### src/rtl/hack_pkg.sv
// hack_pkg: shared constants for the Hack CPU slice.
// Instruction field positions, jump-bit indices, datapath widths and the
// jump-condition helper used by hack_cpu.
package hack_pkg;

    localparam int WIDTH  = 16;
    localparam int AWIDTH = 15;

    // Instruction field bit positions
    localparam int OP_C    = 15;
    localparam int BIT_A   = 12;
    localparam int CTRL_HI = 11;
    localparam int CTRL_LO = 6;
    localparam int BIT_DA  = 5;
    localparam int BIT_DD  = 4;
    localparam int BIT_DM  = 3;
    localparam int JMP_HI  = 2;
    localparam int JMP_LO  = 0;

    // Positions inside the 3-bit jump field
    localparam int J_LT_BIT = 2;
    localparam int J_EQ_BIT = 1;
    localparam int J_GT_BIT = 0;

    typedef enum logic {
        INSTR_A = 1'b0,
        INSTR_C = 1'b1
    } instr_kind_e;

    // True when the ALU flags satisfy any of the requested jump conditions.
    function automatic logic jump_taken(input logic [2:0] jbits,
                                        input logic       zr,
                                        input logic       ng);
        return (jbits[J_LT_BIT] & ng) |
               (jbits[J_EQ_BIT] & zr) |
               (jbits[J_GT_BIT] & ~zr & ~ng);
    endfunction

endpackage

### src/rtl/hack_alu.sv
// hack_alu: standard Hack ALU.
// Optional zero/negate on each operand, add or AND, optional negate of the
// result; zr flags a zero result and ng a negative one.
module hack_alu #(
    parameter int WIDTH = 16
) (
    input  logic [WIDTH-1:0] x,
    input  logic [WIDTH-1:0] y,
    input  logic             zx,
    input  logic             nx,
    input  logic             zy,
    input  logic             ny,
    input  logic             f,
    input  logic             no,
    output logic [WIDTH-1:0] out,
    output logic             zr,
    output logic             ng
);

    logic [WIDTH-1:0] w_x;
    logic [WIDTH-1:0] w_y;
    logic [WIDTH-1:0] w_f;

    // Operand conditioning, function select and output negation.
    always_comb begin
        w_x = zx ? '0 : x;
        w_x = nx ? ~w_x : w_x;
        w_y = zy ? '0 : y;
        w_y = ny ? ~w_y : w_y;
        w_f = f ? (w_x + w_y) : (w_x & w_y);
        out = no ? ~w_f : w_f;
        zr  = (out == '0);
        ng  = out[WIDTH-1];
    end

endmodule

### src/rtl/hack_pc.sv
// hack_pc: program counter with async active-low reset.
// When enabled it either loads a jump target or increments, wrapping at the
// top of the address space; when disabled it holds.
module hack_pc #(
    parameter int AWIDTH = 15
) (
    input  logic              clk,
    input  logic              rst_n,
    input  logic              i_en,
    input  logic              i_load,
    input  logic [AWIDTH-1:0] i_din,
    output logic [AWIDTH-1:0] o_pc
);

    logic [AWIDTH-1:0] r_pc;

    // Load the jump target or step to the next sequential address.
    always_ff @(posedge clk or negedge rst_n) begin
        if (!rst_n) begin
            r_pc <= '0;
        end else if (i_en) begin
            r_pc <= i_load ? i_din : (r_pc + {{(AWIDTH-1){1'b0}}, 1'b1});
        end
    end

    assign o_pc = r_pc;

endmodule

### src/rtl/hack_cpu.sv
// hack_cpu: single-cycle Hack CPU core (decode, A/D/PC registers, ALU).
// Optional feature macro HACK_CPU_STALL_EN: when defined, instr_valid low
// freezes A, D and pc and suppresses writeM; when undefined instr_valid is
// ignored and every clock edge out of reset executes an instruction.
import hack_pkg::*;

module hack_cpu #(
    parameter int WIDTH  = hack_pkg::WIDTH,
    parameter int AWIDTH = hack_pkg::AWIDTH
) (
    input  logic              clk,
    input  logic              rst_n,
    input  logic [WIDTH-1:0]  instruction,
    input  logic              instr_valid,
    input  logic [WIDTH-1:0]  inM,
    output logic [WIDTH-1:0]  outM,
    output logic              writeM,
    output logic [AWIDTH-1:0] addressM,
    output logic [AWIDTH-1:0] pc
);

    logic [WIDTH-1:0] r_a;
    logic [WIDTH-1:0] r_d;

    instr_kind_e      w_kind;
    logic             w_isC;
    logic             w_exec;
    logic [5:0]       w_ctrl;
    logic [WIDTH-1:0] w_y;
    logic [WIDTH-1:0] w_aluOut;
    logic             w_zr;
    logic             w_ng;
    logic             w_jump;

`ifdef HACK_CPU_STALL_EN
    assign w_exec = instr_valid;
`else
    logic w_unused_valid;
    assign w_unused_valid = instr_valid;
    assign w_exec = 1'b1;
`endif

    // Decode: A-instructions force ALU controls to zero so outM is deterministic.
    always_comb begin
        w_kind = instr_kind_e'(instruction[OP_C]);
        w_isC  = (w_kind == INSTR_C);
        w_ctrl = w_isC ? instruction[CTRL_HI:CTRL_LO] : 6'b000000;
        w_y    = (w_isC && instruction[BIT_A]) ? inM : r_a;
        w_jump = w_isC && jump_taken(instruction[JMP_HI:JMP_LO], w_zr, w_ng);
    end

    hack_alu #(
        .WIDTH (WIDTH)
    ) u_alu (
        .x   (r_d),
        .y   (w_y),
        .zx  (w_ctrl[5]),
        .nx  (w_ctrl[4]),
        .zy  (w_ctrl[3]),
        .ny  (w_ctrl[2]),
        .f   (w_ctrl[1]),
        .no  (w_ctrl[0]),
        .out (w_aluOut),
        .zr  (w_zr),
        .ng  (w_ng)
    );

    // A register: loaded by A-instructions or by a C-instruction with dA set.
    always_ff @(posedge clk or negedge rst_n) begin
        if (!rst_n) begin
            r_a <= '0;
        end else if (w_exec) begin
            if (!w_isC) begin
                r_a <= instruction;
            end else if (instruction[BIT_DA]) begin
                r_a <= w_aluOut;
            end
        end
    end

    // D register: loaded only by a C-instruction with dD set.
    always_ff @(posedge clk or negedge rst_n) begin
        if (!rst_n) begin
            r_d <= '0;
        end else if (w_exec && w_isC && instruction[BIT_DD]) begin
            r_d <= w_aluOut;
        end
    end

    // Jump target is always the pre-edge A, even when dA rewrites A this cycle.
    hack_pc #(
        .AWIDTH (AWIDTH)
    ) u_pc (
        .clk    (clk),
        .rst_n  (rst_n),
        .i_en   (w_exec),
        .i_load (w_jump),
        .i_din  (r_a[AWIDTH-1:0]),
        .o_pc   (pc)
    );

    assign outM     = w_aluOut;
    assign addressM = r_a[AWIDTH-1:0];
    assign writeM   = rst_n & w_exec & w_isC & instruction[BIT_DM];

endmodule

### config.mk
export PLATFORM = sky130hd
export DESIGN_NAME = hack_cpu
export DESIGN_NICKNAME = d
export VERILOG_FILES = /design/src/rtl/hack_pkg.sv /design/src/rtl/hack_alu.sv /design/src/rtl/hack_pc.sv /design/src/rtl/hack_cpu.sv
export SDC_FILE = /design/constraint.sdc
export NUM_CORES = 1
export LEC_CHECK = 0
export ABC_CLOCK_PERIOD_IN_PS = 4500
export CAP_MARGIN = 40
export CELL_PAD_IN_SITES_DETAIL_PLACEMENT = 0
export CELL_PAD_IN_SITES_GLOBAL_PLACEMENT = 1
export CORE_UTILIZATION = 37
export CTS_CLUSTER_DIAMETER = 100
export DETAILED_ROUTE_END_ITERATION = 8
export GPL_TIMING_DRIVEN = 0
export MAX_ROUTING_LAYER = met4
export PLACE_DENSITY_LB_ADDON = 0.1
export SLEW_MARGIN = 10
export SYNTH_ARGS = -nofsm -noshare
export SYNTH_HDL_FRONTEND = slang
export SYNTH_SLANG_ARGS = --single-unit
### constraint.sdc
create_clock -name clk -period 4.5 [get_ports clk]
set_input_delay 0.45 -clock clk [delete_from_list [all_inputs] [get_ports clk]]
set_output_delay 0.45 -clock clk [all_outputs]
set_load 0.1 [all_outputs]
==> metrics.txt <==
Area contributors post-synth=dfrtp_1 25%, nand2_1 5.7%, mux2_2 4.8%; Port Buffer Count=79; H-tree levels=2; initial antenna violation count=0; Seq/Total Area, Yosys=0.252; worst reg-to-reg setup slack=0.17 ns; Tightest Pin Transition=0.742 ns; r2r worst-path depth=16; CTS Sinks=47; most frequent cell after synthesis=nand2_1; # IOs=82; core outline area=12200 µm²; RSZ-0062 raised after global routing=yes; Critical Path AT=4.64 ns; Tot GR Track Use=0.255; Chip Height=114 µm; Worst Setup SP=instruction[9]; CTS root buf=clkbuf_16; Initial Util=0.383; worst hold slack=0.0689 ns; First DRT Iteration DRCs=227; WL/cell=18.0 µm; GPL Wtd Cong=0.839; worst path bufs/invs=5; status=completed; setup ws final=0.0381 ns; Vias=4731; Highest Clock Rate=224 MHz; clk_lat worst skew=0.30 ns; Hold Fails Final Rpt=0; fin util=0.611; crit-path max FO=6; Pwr Density=716 nW/µm²; Leak Pwr=0.00315 µW; Ant. Diodes=0; detailed placement HPWL=12200 µm; Layout area overhead=59.4%; Total Nets Final=767; Synth async-reset ratio=1.00; post-synthesis register bit count=47; FF-to-FF End=u_pc.o_pc[5]; syn avg cell area=8.44 µm²; Initial DRT Pass Iterations=4; CTS clk-pin slew, worst paths=0.07 ns; Detail Route Antenna Nets=0; Routed WL=15900 µm; num rows=40; crit end category=flip-flop; CP required=4.68 ns; Vias per Instance=5.36; min cycle time layout=4.46 ns; Distinct cells, synth=76; Setup Total Neg Slack=0 ns; crit path cell chain=clkbuf_4 > nor2b_4 > and2_4 > clkbuf_16 > a221oi_4 > o22a_1 > ha_4 > a21o_1 > a21oi_4 > buf_4 > a2111oi_4 > nor2_1 > a211o_1 > nor4_1 > or4b_4 > a31oi_4 > buf_6 > buf_12 > mux2_4; EDFF count, synth=0; Die ar.=13000 µm²; final setup fails=0; Post-synth top flop=dfrtp_1; max-slew violations=0; share of cells above drive strength 1=0.345; Synthesized Nets=605; CP top delay family=compound AO/OA/AOI/OAI gates; Yosys top cell area share=0.252; Worst Setup Path Type=in2reg; total grt overflow=0; yosys warns=0; Worst path depth=19; Syn Inst Count=552; MaxCap Viol Count=0; first-pass GRT wire length=24700 µm; die width=114 µm; Slowest Stage Delay on Critical Path=0.51 ns; total power=5320 µW; clk_skew=0.00730 ns; Critical-path top delay cell=or4b_4; Worst Setup EP=u_pc.o_pc[5]; cts bufs inserted=5; TritonCTS clock tree=done; Startpoint Class=primary input; largest net degree at the start of global routing=35; Cell Area, Synth=4660 µm²; Max Buffers Root-to-Sink=2; worst vdd ir=0.411 mV; number of global-route vias before repair=4624; Slew headroom=0.505; Final Cycle Share=0.992; cts hold-fix bufs=0; reg2reg start=r_a[0]; worst slack at placement=-1.59 ns; HP Class=in2async; area leader, netlist=dfrtp_1; # DRC=0; Post-synth top cells=71 x nand2_1, 47 x dfrtp_1, 35 x nor2_1
## report_power, final
| group | total (µW) | switching, µW | internal, µW |
|---|---|---|---|
| registers | 735 | 152 | 583 |
| clock network | 377 | 171 | 206 |
| logic | 4210 | 2450 | 1760 |
## worst min path at each step
stage	startpoint	endpoint	slack, ns	depth (start not counted)
floorplan	rst_n	r_a[0]	0.15	0
global placement	r_d[5]	r_d[5]	0.46	2
detailed placement	rst_n	u_pc.o_pc[2]	0.39	1
CTS	rst_n	r_a[0]	0.07	1
global route	rst_n	r_a[0]	0.09	1
finish	rst_n	r_d[0]	0.07	1
## cells in the final DEF (no fill, tap or decap), types with 12 or more instances in the layout
| cell type | n |
|---|---|
| mux2i_1 | 18 |
| o22a_1 | 14 |
| nand2_1 | 69 |
| buf_4 | 51 |
| a21oi_1 | 26 |
| o21ai_0 | 22 |
| dfrtp_1 | 47 |
| mux2_4 | 14 |
| mux2_2 | 15 |
| xnor2_1 | 12 |
| nor2_1 | 33 |
| clkdlybuf4s50_1 | 68 |
| nand3_1 | 12 |
| xor2_1 | 20 |
| buf_8 | 46 |
| inv_1 | 12 |
## logic make-up after synthesis
family | count (synthesis) | synth area share
simple gates | 178 | 0.183
mux | 47 | 0.116
xor+xnor | 39 | 0.0733
buf+inv | 64 | 0.0717
flops | 47 | 0.252
compound gates | 159 | 0.253
fa+ha+maj | 18 | 0.0499
## per-layer routing
layer / track usage / share of wire
met1: 0.317 / 0.45
met2: 0.443 / 0.50
met3: 0.0286 / 0.036
met4: 0.0580 / 0.014
met5: - / 0
## worst reg2reg max path, stage by stage (launching register included)
cell and delay [ns]:
dfrtp_1 0.45, a221oi_2 0.29, o22a_1 0.20, ha_4 0.16, inv_2 0.04, fa_2 0.35
nor2b_2 0.16, o31a_4 0.19, o211ai_4 0.09, a41o_1 0.23, or3_4 0.39, or3_4 0.35
or4b_4 0.53, a31oi_4 0.23, buf_6 0.15, buf_12 0.11, mux2_4 0.29
## cell type report
| type | instances | area [µm²] |
|---|---|---|
| Tap cell | 168 | 210 |
| Fill cell | 1069 | 4730 |
| Sequential cell | 47 | 1180 |
| Buffer | 45 | 350 |
| Multi-Input combinational cell | 441 | 3720 |
| Inverter | 14 | 55.1 |
| Clock buffer | 6 | 129 |
| Timing Repair Buffer | 160 | 1780 |
| Clock inverter | 2 | 12.5 |
## flip-flops by register name, summed over array words and instances, names as in the netlist
signal,count
r_d,16
u_pc.o_pc,15
r_a,16
## through the flow
stage | std cells | instance area [µm²]
after floorplan | 552 | 4830
after global placement | 799 | 5840
after detailed placement | 848 | 6560
after CTS | 879 | 7280
after global routing | 883 | 7430
final | 883 | 7430
## timing repair
action                                  4_1_cts  5_1_grt
cloned                                        1        1
setup buffers                                28        6
endpoints found under the hold margin         0        0
endpoints found under the setup margin       30       19
pin swaps                                    37       23
resized for setup                            98       43
No activity file was read; power rests on OpenSTA's default activity.
